==> src/rtl/multicycle_ctrl_fsm.sv <==
// -----------------------------------------------------------------------------
// multicycle_ctrl_fsm
//
// Control sequencer for the multicycle 16-bit RISC-V datapath. It steps each
// instruction through FETCH / DECODE / EXEC / MEM / WB and drives the datapath
// register clock enables, the register-file write strobe and the memory
// strobes. Memory accesses (FETCH and MEM) wait on mem_ready, and a watchdog
// abandons an access that stays unready for TIMEOUT_CYCLES cycles.
//
// Optional feature macro: CTRL_ILLEGAL_TRAP_EN
//   defined   : op_class 7 in DECODE enters TRAP (sticky until reset); trap port exists
//   undefined : op_class 7 is a NOP (DECODE -> FETCH); no trap port, no TRAP state
//
// Parameters
//   TIMEOUT_CYCLES  consecutive mem_ready-low cycles before abort (0 = no watchdog)
//
// Ports
//   clk_n         in   clock, all state updates on its falling edge
//   rst_n         in   asynchronous active-low reset
//   op_class[2:0] in   decoder class (0 ALU-R, 1 ALU-I, 2 LOAD, 3 STORE,
//                      4 BRANCH, 5 JUMP, 6 HALT, 7 illegal)
//   branch_taken  in   ALU compare result, used in EXEC
//   mem_ready     in   memory completes the current access this cycle
//   pc_en, ir_en, ab_en, aluo_en, mdr_en
//                 out  datapath register clock enables
//   rf_we         out  register-file write
//   mem_re/mem_we out  memory read / write strobes
//   pc_sel[1:0]   out  PC source: 0 PC+2, 1 branch target, 2 jump target
//   wb_sel[1:0]   out  write-back source: 0 ALU-out, 1 MDR, 2 PC (link)
//   alu_src_imm   out  ALU B operand is the immediate
//   state[2:0]    out  current state (debug)
//   bus_err       out  one-cycle pulse on watchdog abort
//   halted        out  high in HALT
//   trap          out  high in TRAP (only with CTRL_ILLEGAL_TRAP_EN)
// -----------------------------------------------------------------------------
// state  | meaning
// FETCH  | read instruction; on ready load IR and advance PC by 2
// DECODE | load A/B operands, latch op_class into cls
// EXEC   | ALU operation, branch/jump PC update
// MEM    | data load (into MDR) or store
// WB     | register-file write from ALU-out, MDR or link PC
// HALT   | idle, halted=1, left only by reset
// TRAP   | illegal instruction, trap=1, left only by reset
// -----------------------------------------------------------------------------
module multicycle_ctrl_fsm #(
  parameter int unsigned TIMEOUT_CYCLES = 15
) (
  input  logic       clk_n,
  input  logic       rst_n,
  input  logic [2:0] op_class,
  input  logic       branch_taken,
  input  logic       mem_ready,
  output logic       pc_en,
  output logic       ir_en,
  output logic       ab_en,
  output logic       aluo_en,
  output logic       mdr_en,
  output logic       rf_we,
  output logic       mem_re,
  output logic       mem_we,
  output logic [1:0] pc_sel,
  output logic [1:0] wb_sel,
  output logic       alu_src_imm,
  output logic [2:0] state,
  output logic       bus_err,
  output logic       halted
`ifdef CTRL_ILLEGAL_TRAP_EN
  ,
  output logic       trap
`endif
);

  localparam int unsigned CNT_RAW = $clog2(TIMEOUT_CYCLES + 1);
  localparam int unsigned CNT_W   = (CNT_RAW < 4) ? 4 : CNT_RAW;
  localparam bit          WD_EN   = (TIMEOUT_CYCLES != 0);
  // Abort fires while the count of earlier unready cycles equals TIMEOUT-1,
  // i.e. on the TIMEOUT-th consecutive unready cycle.
  localparam logic [CNT_W-1:0] CNT_LAST =
    (TIMEOUT_CYCLES == 0) ? '0 : CNT_W'(TIMEOUT_CYCLES - 1);

  localparam logic [2:0] C_ALU_R   = 3'd0;
  localparam logic [2:0] C_ALU_I   = 3'd1;
  localparam logic [2:0] C_LOAD    = 3'd2;
  localparam logic [2:0] C_STORE   = 3'd3;
  localparam logic [2:0] C_BRANCH  = 3'd4;
  localparam logic [2:0] C_JUMP    = 3'd5;
  localparam logic [2:0] C_HALT    = 3'd6;
  localparam logic [2:0] C_ILLEGAL = 3'd7;

  typedef enum logic [2:0] {
    S_FETCH  = 3'd0,
    S_DECODE = 3'd1,
    S_EXEC   = 3'd2,
    S_MEM    = 3'd3,
    S_WB     = 3'd4,
    S_HALT   = 3'd5
`ifdef CTRL_ILLEGAL_TRAP_EN
    ,
    S_TRAP   = 3'd6
`endif
  } state_t;

  state_t           cur_state;
  state_t           nxt_state;
  logic [2:0]       cls;
  logic [CNT_W-1:0] wd_cnt;
  logic             wait_st;
  logic             wd_abort;

  // Unready cycle in a state that owns a memory access.
  assign wait_st  = ((cur_state == S_FETCH) || (cur_state == S_MEM)) && !mem_ready;
  assign wd_abort = WD_EN && wait_st && (wd_cnt == CNT_LAST);

  always_ff @(negedge clk_n or negedge rst_n) begin
    if (!rst_n) begin
      cur_state <= S_FETCH;
      cls       <= '0;
      wd_cnt    <= '0;
    end else begin
      cur_state <= nxt_state;
      if (cur_state == S_DECODE) begin
        cls <= op_class;
      end
      // Counter only survives a cycle that stays put waiting on memory.
      if (wait_st && !wd_abort && (nxt_state == cur_state)) begin
        wd_cnt <= wd_cnt + 1'b1;
      end else begin
        wd_cnt <= '0;
      end
    end
  end

  always_comb begin
    nxt_state   = cur_state;
    pc_en       = 1'b0;
    ir_en       = 1'b0;
    ab_en       = 1'b0;
    aluo_en     = 1'b0;
    mdr_en      = 1'b0;
    rf_we       = 1'b0;
    mem_re      = 1'b0;
    mem_we      = 1'b0;
    pc_sel      = 2'd0;
    wb_sel      = 2'd0;
    alu_src_imm = 1'b0;
    bus_err     = 1'b0;
    halted      = 1'b0;
    state       = cur_state;
`ifdef CTRL_ILLEGAL_TRAP_EN
    trap        = 1'b0;
`endif

    case (cur_state)
      S_FETCH: begin
        if (mem_ready) begin
          mem_re    = 1'b1;
          ir_en     = 1'b1;
          pc_en     = 1'b1;
          pc_sel    = 2'd0;
          nxt_state = S_DECODE;
        end else if (wd_abort) begin
          // Strobes dropped, PC untouched: the retry refetches the same address.
          bus_err   = 1'b1;
          nxt_state = S_FETCH;
        end else begin
          mem_re = 1'b1;
        end
      end

      S_DECODE: begin
        ab_en = 1'b1;
        if (op_class == C_HALT) begin
          nxt_state = S_HALT;
        end else if (op_class == C_ILLEGAL) begin
`ifdef CTRL_ILLEGAL_TRAP_EN
          nxt_state = S_TRAP;
`else
          // NOP: PC was already advanced in FETCH.
          nxt_state = S_FETCH;
`endif
        end else begin
          nxt_state = S_EXEC;
        end
      end

      S_EXEC: begin
        alu_src_imm = (cls == C_ALU_I) || (cls == C_LOAD) || (cls == C_STORE);
        aluo_en     = (cls <= C_STORE);
        case (cls)
          C_ALU_R, C_ALU_I: nxt_state = S_WB;
          C_LOAD, C_STORE:  nxt_state = S_MEM;
          C_BRANCH: begin
            pc_sel    = 2'd1;
            pc_en     = branch_taken;
            nxt_state = S_FETCH;
          end
          C_JUMP: begin
            pc_sel    = 2'd2;
            pc_en     = 1'b1;
            nxt_state = S_WB;
          end
          default: nxt_state = S_FETCH;
        endcase
      end

      S_MEM: begin
        if ((cls == C_LOAD) || (cls == C_STORE)) begin
          if (mem_ready) begin
            mem_re    = (cls == C_LOAD);
            mem_we    = (cls == C_STORE);
            mdr_en    = (cls == C_LOAD);
            nxt_state = (cls == C_LOAD) ? S_WB : S_FETCH;
          end else if (wd_abort) begin
            // Instruction abandoned: no MDR load, no write-back.
            bus_err   = 1'b1;
            nxt_state = S_FETCH;
          end else begin
            mem_re = (cls == C_LOAD);
            mem_we = (cls == C_STORE);
          end
        end else begin
          nxt_state = S_FETCH;
        end
      end

      S_WB: begin
        rf_we = 1'b1;
        if (cls == C_LOAD) begin
          wb_sel = 2'd1;
        end else if (cls == C_JUMP) begin
          wb_sel = 2'd2;
        end else begin
          wb_sel = 2'd0;
        end
        nxt_state = S_FETCH;
      end

      S_HALT: begin
        halted = 1'b1;
      end

`ifdef CTRL_ILLEGAL_TRAP_EN
      S_TRAP: begin
        trap = 1'b1;
      end
`endif

      default: begin
        nxt_state = S_FETCH;
      end
    endcase

    // Outputs are combinational, so hold them all low while reset is asserted.
    if (!rst_n) begin
      pc_en       = 1'b0;
      ir_en       = 1'b0;
      ab_en       = 1'b0;
      aluo_en     = 1'b0;
      mdr_en      = 1'b0;
      rf_we       = 1'b0;
      mem_re      = 1'b0;
      mem_we      = 1'b0;
      pc_sel      = 2'd0;
      wb_sel      = 2'd0;
      alu_src_imm = 1'b0;
      bus_err     = 1'b0;
      halted      = 1'b0;
      state       = 3'd0;
`ifdef CTRL_ILLEGAL_TRAP_EN
      trap        = 1'b0;
`endif
    end
  end

endmodule

==> config.mk <==
export PLATFORM = sky130hd
export DESIGN_NAME = multicycle_ctrl_fsm
export DESIGN_NICKNAME = d
export VERILOG_FILES = /design/src/rtl/multicycle_ctrl_fsm.sv
export SDC_FILE = /design/constraint.sdc
export NUM_CORES = 1
export LEC_CHECK = 0
export ABC_AREA = 1
export CAP_MARGIN = 20
export CORE_MARGIN = 8
export CORE_UTILIZATION = 47
export CTS_BUF_LIST = sky130_fd_sc_hd__clkbuf_16
export DETAILED_ROUTE_END_ITERATION = 10
export HOLD_SLACK_MARGIN = 0.06
export PLACE_DENSITY = 0.83
export SLEW_MARGIN = 20
export SYNTH_ARGS = -nofsm -noshare
export SYNTH_HDL_FRONTEND = slang
export SYNTH_SLANG_ARGS = --single-unit
==> constraint.sdc <==
create_clock -name clk_n -period 3.9 [get_ports clk_n]
set_input_delay 0.585 -clock clk_n [delete_from_list [all_inputs] [get_ports clk_n]]
set_output_delay 0.585 -clock clk_n [all_outputs]
set_load 0.02 [all_outputs]
==> report_table.html, run 1 <==
<table>
<tr><th>Metric</th><th>Value</th></tr>
<tr><th colspan="2">Synth</th></tr>
<tr><td>Sequential area share after synthesis</td><td>34.7%</td></tr>
<tr><td>Async SR Flop Fraction</td><td>100%</td></tr>
<tr><td>Synth Net Count</td><td>109</td></tr>
<tr><td>Number of register bits inferred by synthesis</td><td>10</td></tr>
<tr><td>Most used flip-flop cell after synthesis</td><td>dfrtn_1</td></tr>
<tr><td>Count of mapped cells out of synthesis</td><td>100</td></tr>
<tr><td>Number of synthesized flops with an enable pin</td><td>0</td></tr>
<tr><td>Count of unique library cells instantiated by Yosys</td><td>27</td></tr>
<tr><td>Top cells by area in the synthesized netlist</td><td>dfrtn_1, nor2_1, inv_1</td></tr>
<tr><td>Count of synthesis-stage warnings from yosys</td><td>0</td></tr>
<tr><td>Top-area cell type share of the netlist area</td><td>34.7%</td></tr>
<tr><td>Per-instance average area after synthesis</td><td>between 7 and 8 sq um</td></tr>
<tr><td>Most area-hungry cell type in the Yosys netlist</td><td>dfrtn_1</td></tr>
<tr><td>Cell area after synthesis</td><td>between 700 and 800 sq um</td></tr>
<tr><th colspan="2">Floorplanning</th></tr>
<tr><td>Effective utilization at floorplan</td><td>49.1%</td></tr>
<tr><td>Count of pins on the block boundary</td><td>25</td></tr>
<tr><td>Die Ht</td><td>55.2 um</td></tr>
<tr><td>Die Wd</td><td>55.2 um</td></tr>
<tr><td>Number of standard-cell rows in the floorplan</td><td>14</td></tr>
<tr><th colspan="2">Run status</th></tr>
<tr><td>Failing step</td><td>global routing (5_1_grt)</td></tr>
<tr><td>Run status</td><td>did not finish</td></tr>
<tr><td>Error msg</td><td>[ERROR DPL-0033] detailed placement checks failed during check placement.</td></tr>
<tr><th colspan="2">CTS</th></tr>
<tr><td>Cell chosen for the clock root</td><td>clkbuf_16</td></tr>
<tr><td>Count of hold-fix buffers inserted at cts</td><td>0</td></tr>
<tr><td>Number of sinks handled by clock tree synthesis</td><td>10</td></tr>
<tr><td>H-Tree Level Count</td><td>1</td></tr>
<tr><td>Number of buffers inserted during clock tree synthesis</td><td>3</td></tr>
<tr><td>Number of buffers between clock root and the deepest sink</td><td>2</td></tr>
<tr><th colspan="2">Place</th></tr>
<tr><td>Setup WS pre-CTS</td><td>-0.432 ns</td></tr>
<tr><td>Port Buffers</td><td>24</td></tr>
<tr><td>DPL Wire Length</td><td>2010 um</td></tr>
<tr><td>Final weighted congestion in routability-driven placement</td><td>0.897</td></tr>
<tr><th colspan="2">Global routing</th></tr>
<tr><td>Pin count of the biggest net entering global routing</td><td>15</td></tr>
<tr><td>Number of antenna violations at the first check in global routing</td><td>0</td></tr>
<tr><th colspan="2">Timing</th></tr>
<tr><td>Worst setup endpoint after the global-route repair_timing</td><td>bus_err</td></tr>
<tr><td>WEP type</td><td>output port</td></tr>
</table>
[Yosys cell counts, types with 2 or more instances]
cell,n
o21ai_0,3
inv_1,15
nand2_1,14
ha_1,2
nor2_1,23
nand2_2,2
nand4_1,2
a21oi_1,2
nor2_2,2
dfrtn_1,10
nand3_1,8
nor3_1,2
[per-stage QoR]
stage	utilization, %	hold slack [ns]	instance area [sq um]	instances
global placement	81.5	0.494	1200	166
floorplan	-	0.380	744	100
detailed placement	81.5	0.509	1200	166
CTS	94.0	0.507	1380	178
[cells by family after synthesis]
logic type,count (synthesis),share of synthesized area [%]
compound gates,8,6.76
xor+xnor,2,2.43
fa+ha+maj,2,3.47
buf+inv,18,10.4
flops,10,34.7
mux,1,1.56
simple gates,59,40.7
[timing repair]
item	4_1_cts
setup endpoints to repair	18
endpoints found under the hold margin	0
setup buffers	8
gates resized for setup	101
gates cloned	0
pin swaps	10
==> inputs of run 2 (changes only) <==
--- a/config.mk
+++ b/config.mk
@@ -7,12 +7,10 @@
 export LEC_CHECK = 0
 export ABC_AREA = 1
 export CAP_MARGIN = 20
-export CORE_MARGIN = 8
-export CORE_UTILIZATION = 47
-export CTS_BUF_LIST = sky130_fd_sc_hd__clkbuf_16
+export CORE_AREA = 8 8 69 71
 export DETAILED_ROUTE_END_ITERATION = 10
-export HOLD_SLACK_MARGIN = 0.06
-export PLACE_DENSITY = 0.83
+export DIE_AREA = 0 0 77 79
+export PLACE_DENSITY_LB_ADDON = 0.15
 export SLEW_MARGIN = 20
 export SYNTH_ARGS = -nofsm -noshare
 export SYNTH_HDL_FRONTEND = slang
==> report_table.html, run 2 <==
<table>
<tr><th>Metric</th><th>Value</th></tr>
<tr><th colspan="2">Timing</th></tr>
<tr><td>Endpoints failing setup</td><td>13</td></tr>
<tr><td>Fin. Hold Viols</td><td>0</td></tr>
<tr><td>Setup repair after global routing missed its margin</td><td>yes</td></tr>
<tr><td>Setup ws final</td><td>-0.175 ns</td></tr>
<tr><td>Worst slew margin relative to its limit</td><td>78.9%</td></tr>
<tr><td>Max-slew violations</td><td>0</td></tr>
<tr><td>Worst clock skew</td><td>0.00187 ns</td></tr>
<tr><td>Slew at the pin closest to its max-slew limit</td><td>0.316 ns</td></tr>
<tr><th colspan="2">Floorplanning</th></tr>
<tr><td>Area of the core</td><td>roughly 3800 sq um</td></tr>
<tr><td>Die area</td><td>6080 sq um</td></tr>
<tr><td>Number of standard-cell rows in the floorplan</td><td>23 (+9)</td></tr>
<tr><td>Die Ht</td><td>79 um (+43%)</td></tr>
<tr><td>Die Wd</td><td>77 um (+40%)</td></tr>
<tr><td>Count of pins on the block boundary</td><td>25 (unchanged)</td></tr>
<tr><td>Effective utilization at floorplan</td><td>19.0% (-30 points)</td></tr>
<tr><th colspan="2">Critical path</th></tr>
<tr><td>Internal reg-to-reg setup slack</td><td>2.39 ns</td></tr>
<tr><td>Arrival time reported for the critical path endpoint</td><td>roughly 3.5 ns</td></tr>
<tr><td>Reg2reg end</td><td>wd_cnt[2]</td></tr>
<tr><td>Maximum fanout along the worst path</td><td>5</td></tr>
<tr><td>Startpoint of the worst-slack reg-to-reg timing path</td><td>cur_state[2]</td></tr>
<tr><td>Type of origin of the critical path</td><td>flip-flop</td></tr>
<tr><td>Startpoint of the worst setup timing path</td><td>cur_state[0]</td></tr>
<tr><td>Classification of the worst setup path</td><td>flip-flop to output pin</td></tr>
<tr><td>Register-to-Register Path Depth</td><td>9</td></tr>
<tr><td>Kind of capture point of the worst setup path</td><td>output pin</td></tr>
<tr><td>Required time of the critical path</td><td>roughly 3.3 ns</td></tr>
<tr><th colspan="2">Detailed routing</th></tr>
<tr><td>DRC</td><td>0</td></tr>
<tr><td>Antenna-violating nets left</td><td>0</td></tr>
<tr><td>Count of vias placed by the detailed router</td><td>888</td></tr>
<tr><td>Number of iterations in the first detailed-routing pass</td><td>4</td></tr>
<tr><td>Detailed Route WL</td><td>2530 um</td></tr>
<tr><td>DRT iter0 DRCs</td><td>30</td></tr>
<tr><td>Via density</td><td>4.09</td></tr>
<tr><td>WL per Instance</td><td>11.7 um</td></tr>
<tr><th colspan="2">Synth</th></tr>
<tr><td>Synth cell count leaders</td><td>nor2_1, inv_1, nand2_1</td></tr>
<tr><td>Count of mapped cells out of synthesis</td><td>100 (unchanged)</td></tr>
<tr><td>Count of synthesis-stage warnings from yosys</td><td>0 (unchanged)</td></tr>
<tr><td>Per-instance average area after synthesis</td><td>7.22 sq um (unchanged)</td></tr>
<tr><td>Top-area cell type share of the netlist area</td><td>34.7% (unchanged)</td></tr>
<tr><td>Async SR Flop Fraction</td><td>100% (unchanged)</td></tr>
<tr><td>Cell with the most instances after synthesis</td><td>nor2_1</td></tr>
<tr><td>Sequential area share after synthesis</td><td>34.7% (unchanged)</td></tr>
<tr><td>Number of register bits inferred by synthesis</td><td>10 (unchanged)</td></tr>
<tr><td>Number of synthesized flops with an enable pin</td><td>0 (unchanged)</td></tr>
<tr><td>Cell area after synthesis</td><td>722 sq um (unchanged)</td></tr>
<tr><td>Top cells by area in the synthesized netlist</td><td>dfrtn_1, nor2_1, inv_1</td></tr>
<tr><td>Count of unique library cells instantiated by Yosys</td><td>27 (unchanged)</td></tr>
<tr><td>Synth Net Count</td><td>109 (unchanged)</td></tr>
<tr><td>Most area-hungry cell type in the Yosys netlist</td><td>dfrtn_1</td></tr>
<tr><td>Most used flip-flop cell after synthesis</td><td>dfrtn_1</td></tr>
<tr><th colspan="2">Final layout</th></tr>
<tr><td>Fraction of final layout cells sized beyond drive strength 1</td><td>53.3%</td></tr>
<tr><td>Post-layout net count</td><td>roughly 180</td></tr>
<tr><td>Top library cells by usage in the layout, fill and taps aside</td><td>buf_4, nor2_1, inv_1</td></tr>
<tr><td>Register ranked first by flip-flop count</td><td>wd_cnt</td></tr>
<tr><td>Number of flip-flops in the largest register</td><td>4</td></tr>
<tr><td>Area added between synthesis and finish</td><td>104%</td></tr>
<tr><td>Final design area excluding fillers</td><td>1470 sq um</td></tr>
<tr><td>Number of antenna diodes</td><td>0</td></tr>
<tr><td>Multi-input logic area</td><td>505 sq um</td></tr>
<tr><td>Most common library cell in the layout ignoring fill and taps</td><td>buf_4</td></tr>
<tr><td>Register Area</td><td>around 250 sq um</td></tr>
<tr><td>Largest registers in the final layout</td><td>wd_cnt: 4 flops, cls: 3 flops, cur_state: 3 flops</td></tr>
<tr><td>Layout fillers</td><td>415</td></tr>
<tr><th colspan="2">Run</th></tr>
<tr><td>Number of maximum-capacitance violations</td><td>0</td></tr>
<tr><th colspan="2">Global routing</th></tr>
<tr><td>Vias in the first global route</td><td>841</td></tr>
<tr><td>Wire length of the first global-routing pass</td><td>3970 um</td></tr>
<tr><td>Number of antenna violations at the first check in global routing</td><td>0</td></tr>
<tr><td>Total congestion overflow after global routing</td><td>0</td></tr>
<tr><td>Pin count of the biggest net entering global routing</td><td>17</td></tr>
<tr><td>GRT Total Usage</td><td>7.85%</td></tr>
<tr><th colspan="2">CTS</th></tr>
<tr><td>Number of sinks handled by clock tree synthesis</td><td>10 (unchanged)</td></tr>
<tr><td>TritonCTS clock tree</td><td>built</td></tr>
<tr><td>Number of buffers between clock root and the deepest sink</td><td>2 (unchanged)</td></tr>
<tr><td>Cell chosen for the clock root</td><td>clkbuf_8</td></tr>
<tr><td>H-Tree Level Count</td><td>1 (unchanged)</td></tr>
<tr><td>Count of hold-fix buffers inserted at cts</td><td>0 (unchanged)</td></tr>
<tr><td>Number of buffers inserted during clock tree synthesis</td><td>3 (unchanged)</td></tr>
<tr><td>Post-CTS clock slew at the launch and capture registers of the worst setup and hold paths</td><td>about 0.040 ns</td></tr>
<tr><td>Clk_lat worst skew</td><td>0.25 ns</td></tr>
<tr><th colspan="2">Hold path</th></tr>
<tr><td>Worst hold path startpoint</td><td>wd_cnt[0]</td></tr>
<tr><td>Kind of path behind the tightest hold check</td><td>flip-flop to flip-flop</td></tr>
<tr><td>Min-Delay Endpoint</td><td>wd_cnt[0]</td></tr>
<tr><td>Number of cells traversed by the worst hold path</td><td>2</td></tr>
<tr><th colspan="2">Place</th></tr>
<tr><td>Port Buffers</td><td>24 (unchanged)</td></tr>
<tr><td>Standard cell area after detailed placement</td><td>1260 sq um (+5.4%)</td></tr>
<tr><td>DPL Wire Length</td><td>1890 um (-6.0%)</td></tr>
<tr><td>Final weighted congestion in routability-driven placement</td><td>0.784 (-13%)</td></tr>
<tr><th colspan="2">Run status</th></tr>
<tr><td>Violations in the final reports</td><td>setup timing</td></tr>
<tr><td>Run status</td><td>complete, but fails checks</td></tr>
<tr><th colspan="2">Power and ir drop</th></tr>
<tr><td>IR Drop Worst-Case VDD</td><td>0.230 mV</td></tr>
<tr><td>Reported leakage power</td><td>approximately 0.75 nW</td></tr>
<tr><td>Power Dens Cells</td><td>603 nW/um^2</td></tr>
<tr><td>Total power</td><td>between 800 and 900 uW</td></tr>
</table>
-- run 2: cell counts after synthesis --
No cell type changed its count.
-- run 2: what timing repair did --
item / 4_1_cts / 5_1_grt
pin swaps: 4 / 6
buffers inserted: 4 / 8
setup endpoints to repair: 18 / 17
gates resized for setup: 81 / 36
gates cloned: 0 / 0
-- run 2: area by class of cell --
type                            count  share of cell area [%]
Tap cell                           50                    4.24
Clock buffer                        3                    2.80
Sequential cell                    10                    17.0
Timing Repair Buffer               66                    37.6
Inverter                           16                    4.07
Multi-Input combinational cell     72                    34.3
-- run 2: critical path: stages (launching register included) --
cell     delay, ns
dfrtn_1       0.42
buf_6         0.15
nor2_4        0.11
nand2_2       0.08
o21ai_2       0.08
nand3_2       0.12
and3_1        0.19
buf_4         0.15
-- run 2: worst max-delay path by stage --
stage / end / cells past startpoint
floorplan: alu_src_imm / 4
global placement: bus_err / 6
detailed placement: pc_en / 5
CTS: bus_err / 5
global route: pc_en / 9
finish: mem_re / 7
-- run 2: routing by layer --
metal | share of wire (%) | global-route usage, % | vias up
li1 | - | - | 456
met1 | 47 | 9.97 | 413
met2 | 48 | 12.5 | 17
met3 | 4.2 | 2.14 | 2
met4 | 0.83 | 2.83 | 0
met5 | 0 | 0 | -
-- run 2: where the power goes --
part | switching, mW | internal (mW) | total, mW
Combinational | 0.288 | 0.311 | 0.598
Clock | 0.0362 | 0.0672 | 0.103
Sequential | 0.0449 | 0.142 | 0.187
-- run 2: per-stage QoR --
| step | std cells | setup slack (ns) | hold WS, ns | TNS (ns) | utilization (%) |
|---|---|---|---|---|---|
| 5_1_grt | 217 | -0.252 | 0.547 | -2.31 | 38.8 |
| 3_5_place_dp | 203 | -0.356 | 0.504 | -3.65 | 33.3 |
| 4_1_cts | 210 | -0.226 | 0.504 | -0.867 | 35.4 |
| 2_1_floorplan | 100 | 0.00644 | 0.380 | 0 | - |
| 6_report | 217 | -0.175 | 0.495 | -1.33 | 38.8 |
| 3_3_place_gp | 203 | -0.346 | 0.487 | -3.62 | 33.3 |
-- run 2: logic make-up after synthesis --
group                    count (synthesis)  share of synthesized area [%]
flip-flops                              10                           34.7
XOR/XNOR                                 2                           2.43
adder cells (fa/ha/maj)                  2                           3.47
buffers and inverters                   18                           10.4
multiplexers                             1                           1.56
AO/OA/AOI/OAI                            8                           6.76
AND/OR/NAND/NOR                         59                           40.7
(Power assumes the default switching activity.)
==> inputs of run 3 (changes only) <==
--- a/config.mk
+++ b/config.mk
@@ -6,7 +6,7 @@
 export NUM_CORES = 1
 export LEC_CHECK = 0
 export ABC_AREA = 1
-export CAP_MARGIN = 20
+export CAP_MARGIN = 15
 export CORE_AREA = 8 8 69 71
 export DETAILED_ROUTE_END_ITERATION = 10
 export DIE_AREA = 0 0 77 79
==> constraint.sdc (replaced) <==
create_clock -name clk_n -period 5.2 [get_ports clk_n]
set_input_delay 0.78 -clock clk_n [delete_from_list [all_inputs] [get_ports clk_n]]
set_output_delay 0.78 -clock clk_n [all_outputs]
set_load 0.02 [all_outputs]
==> report_table.html, run 3 (synthesis results as in run 2) <==
<table>
<tr><th>Metric</th><th>Value</th></tr>
<tr><th colspan="2">Timing</th></tr>
<tr><td>Worst clock skew</td><td>0.00127 ns (-0.000598 ns)</td></tr>
<tr><td>Slew at the pin closest to its max-slew limit</td><td>0.678 ns (+0.362 ns)</td></tr>
<tr><td>Endpoints failing setup</td><td>0 (-13)</td></tr>
<tr><td>Fin. Hold Viols</td><td>0 (unchanged)</td></tr>
<tr><td>Setup ws final</td><td>0.120 ns (+0.296 ns)</td></tr>
<tr><td>Setup repair after global routing missed its margin</td><td>no</td></tr>
<tr><td>Worst Hold Margin</td><td>0.494 ns (-0.00109 ns)</td></tr>
<tr><td>Max-slew violations</td><td>0 (unchanged)</td></tr>
<tr><td>Worst slew margin relative to its limit</td><td>54.7% (-24 points)</td></tr>
<tr><td>Sum Neg Setup Slack</td><td>0 ns (+1.33 ns)</td></tr>
<tr><th colspan="2">Place</th></tr>
<tr><td>Final weighted congestion in routability-driven placement</td><td>0.757 (-3.3%)</td></tr>
<tr><td>Post-placement cell count</td><td>179 (-12%)</td></tr>
<tr><td>Port Buffers</td><td>24 (unchanged)</td></tr>
<tr><td>Setup WS pre-CTS</td><td>0.0638 ns (+0.420 ns)</td></tr>
<tr><td>DPL Wire Length</td><td>1800 um (-4.7%)</td></tr>
<tr><th colspan="2">Power and ir drop</th></tr>
<tr><td>Fraction of power consumed by the clock network</td><td>15.8% (+4.2 points)</td></tr>
<tr><td>Reported leakage power</td><td>0.624 nW (-17%)</td></tr>
<tr><td>Seq pwr share</td><td>28.5% (+7.4 points)</td></tr>
<tr><td>IR Drop Worst-Case VDD</td><td>0.107 mV (-53%)</td></tr>
<tr><td>Proportion of total power due to net switching</td><td>43.4% (+2.0 points)</td></tr>
<tr><td>Net switching power of the design</td><td>213 uW (-42%)</td></tr>
<tr><td>Total power</td><td>490 uW (-45%)</td></tr>
<tr><td>Power Dens Cells</td><td>437 nW/um^2 (-27%)</td></tr>
<tr><td>Internal power</td><td>277 uW (-47%)</td></tr>
<tr><td>Comb power frac</td><td>55.7% (-12 points)</td></tr>
<tr><th colspan="2">Detailed routing</th></tr>
<tr><td>Via density</td><td>4.11 (+0.52%)</td></tr>
<tr><td>Detailed Route WL</td><td>2150 um (-15%)</td></tr>
<tr><td>DRT iter0 DRCs</td><td>43 (+43%)</td></tr>
<tr><td>Count of vias placed by the detailed router</td><td>761 (-14%)</td></tr>
<tr><td>Antenna-violating nets left</td><td>0 (unchanged)</td></tr>
<tr><td>DRC</td><td>0 (unchanged)</td></tr>
<tr><td>Number of iterations in the first detailed-routing pass</td><td>4 (unchanged)</td></tr>
<tr><td>WL per Instance</td><td>11.6 um (-0.34%)</td></tr>
<tr><th colspan="2">Global routing</th></tr>
<tr><td>Most utilized layer in the global route result</td><td>met2</td></tr>
<tr><td>Pin count of the biggest net entering global routing</td><td>17 (unchanged)</td></tr>
<tr><td>Total congestion overflow after global routing</td><td>0 (unchanged)</td></tr>
<tr><td>Number of antenna violations at the first check in global routing</td><td>0 (unchanged)</td></tr>
<tr><td>Vias in the first global route</td><td>778 (-7.5%)</td></tr>
<tr><td>Met2 demand-to-capacity share in global routing</td><td>12.7% (+0.17 points)</td></tr>
<tr><td>Met3 Track Usage GR</td><td>1.92% (-0.23 points)</td></tr>
<tr><td>GRT Total Usage</td><td>7.55% (-0.31 points)</td></tr>
<tr><td>Met1 track demand over resource in global routing</td><td>8.52% (-1.5 points)</td></tr>
<tr><td>Wire length of the first global-routing pass</td><td>3680 um (-7.3%)</td></tr>
<tr><th colspan="2">Final layout</th></tr>
<tr><td>Number of standard cells in the layout, taps in and fillers out</td><td>185 (-15%)</td></tr>
<tr><td>Most common library cell in the layout ignoring fill and taps</td><td>nor2_1</td></tr>
<tr><td>Post-layout net count</td><td>146 (-18%)</td></tr>
<tr><td>Top library cells by usage in the layout, fill and taps aside</td><td>nor2_1, inv_1, nand2_1</td></tr>
<tr><td>Fraction of final layout cells sized beyond drive strength 1</td><td>17.8% (-36 points)</td></tr>
<tr><td>Number of flip-flops in the largest register</td><td>4 (unchanged)</td></tr>
<tr><td>Number of antenna diodes</td><td>0 (unchanged)</td></tr>
<tr><td>Area added between synthesis and finish</td><td>55.1%</td></tr>
<tr><td>Largest registers in the final layout</td><td>wd_cnt: 4 flops, cls: 3 flops, cur_state: 3 flops</td></tr>
<tr><td>Register ranked first by flip-flop count</td><td>wd_cnt</td></tr>
<tr><th colspan="2">Critical path</th></tr>
<tr><td>Type of origin of the critical path</td><td>flip-flop</td></tr>
<tr><td>Kind of capture point of the worst setup path</td><td>output pin</td></tr>
<tr><td>Critical Path Slowest Stage Cell</td><td>clkdlybuf4s50_1</td></tr>
<tr><td>Largest stage delay, worst path</td><td>0.61 ns (+0.19 ns)</td></tr>
<tr><td>Required time of the critical path</td><td>4.42 ns (+1.11 ns)</td></tr>
<tr><td>Maximum fanout along the worst path</td><td>4 (-1)</td></tr>
<tr><td>Classification of the worst setup path</td><td>flip-flop to output pin</td></tr>
<tr><td>Arrival time reported for the critical path endpoint</td><td>4.30 ns (+0.81 ns)</td></tr>
<tr><td>Most common cell on crit path</td><td>nand2_1</td></tr>
<tr><td>Ordered cell list for the critical path</td><td>nand2_1 &gt; inv_1 &gt; nand2_1 &gt; nor2_1 &gt; clkdlybuf4s50_1</td></tr>
<tr><th colspan="2">Floorplanning</th></tr>
<tr><td>Die Wd</td><td>77 um (unchanged)</td></tr>
<tr><td>Count of pins on the block boundary</td><td>25 (unchanged)</td></tr>
<tr><td>Die area</td><td>6080 sq um (unchanged)</td></tr>
<tr><td>Number of standard-cell rows in the floorplan</td><td>23 (unchanged)</td></tr>
<tr><td>Area of the core</td><td>3800 sq um (unchanged)</td></tr>
<tr><td>Die Ht</td><td>79 um (unchanged)</td></tr>
<tr><td>Effective utilization at floorplan</td><td>19.0% (unchanged)</td></tr>
<tr><th colspan="2">CTS</th></tr>
<tr><td>Count of hold-fix buffers inserted at cts</td><td>0 (unchanged)</td></tr>
<tr><td>H-Tree Level Count</td><td>1 (unchanged)</td></tr>
<tr><td>Number of buffers between clock root and the deepest sink</td><td>2 (unchanged)</td></tr>
<tr><td>Cell chosen for the clock root</td><td>clkbuf_8</td></tr>
<tr><td>Number of sinks handled by clock tree synthesis</td><td>10 (unchanged)</td></tr>
<tr><td>Number of buffers inserted during clock tree synthesis</td><td>3 (unchanged)</td></tr>
<tr><td>Post-CTS clock slew at the launch and capture registers of the worst setup and hold paths</td><td>0.04 ns (about the same)</td></tr>
<tr><td>Clk_lat worst skew</td><td>0.25 ns (about the same)</td></tr>
<tr><td>TritonCTS clock tree</td><td>built</td></tr>
<tr><th colspan="2">Hold path</th></tr>
<tr><td>Kind of path behind the tightest hold check</td><td>flip-flop to flip-flop</td></tr>
<tr><th colspan="2">Run status</th></tr>
<tr><td>Run status</td><td>complete, no violations</td></tr>
<tr><th colspan="2">Run</th></tr>
<tr><td>Number of maximum-capacitance violations</td><td>0 (unchanged)</td></tr>
</table>
[run 3: cell count changes in the layout (fill, tap and decap cells not counted), moves of 3 or more]
cell / before / now
nand3_1: 5 / 8
nand2_2: 5 / 2
buf_4: 44 / 10
buf_6: 12 / 0
nor2_4: 6 / 0
clkdlybuf4s50_1: 6 / 11
nor2_1: 16 / 23
nand2_1: 11 / 14
dlygate4sd2_1: 1 / 8
[run 3: power by group through the flow]
stage	clock network, mW	logic [mW]	registers, mW
6_report	0.0775	0.273	0.140
5_1_grt	0.0863	0.304	0.144
4_1_cts	0.0803	0.270	0.140
3_5_place_dp	0	0.265	0.143
3_3_place_gp	0	0.267	0.144
2_1_floorplan	0	0.167	0.131
[run 3: layout make-up]
class,count,area [sq um]
multi-input combinational,72,397
timing repair buffer,34,309
sequential,10,250
tap,50,62.6
inverter,16,60.1
fill,437,2680
clock buffer,3,41.3
[run 3: through the flow]
stage                     instance area, sq um  utilization, %
after floorplan                            722               -
after global placement                    1060            28.0
after detailed placement                  1060            28.0
after CTS                                 1100            29.1
after global routing                      1120            29.5
final                                     1120            29.5
[run 3: repair_timing]
item | CTS | global route
setup buffers | 2 | 1
gates resized for setup | 11 | 6
endpoints found under the hold margin | 0 | 0
setup endpoints to repair | 12 | 6
[run 3: critical path, delay by kind of cell (launching register included)]
kind / cells / cell delay (ns)
buffers and inverters: 2 / 0.71
and+or+nand+nor: 3 / 0.25
DFF: 1 / 0.48
[run 3: final timing paths]
path	slack [ns]	cells past startpoint	to	startpoint
worst max-delay path	0.12	5	wb_sel[1]	cur_state[2]
min in group asynchronous	3.43	1	wd_cnt[3]	rst_n
worst min register to register	0.49	2	wd_cnt[0]	wd_cnt[0]
worst max register to register	3.88	7	wd_cnt[3]	cls[2]
worst min-delay path	0.49	2	wd_cnt[0]	wd_cnt[0]
max in group asynchronous	1.31	1	cur_state[0]	rst_n
[run 3: metal layers]
layer | vias up | wire length (um)
met5 | - | 0
met4 | 0 | 55
met3 | 5 | 79
met2 | 23 | 1030
met1 | 341 | 988
li1 | 392 | -
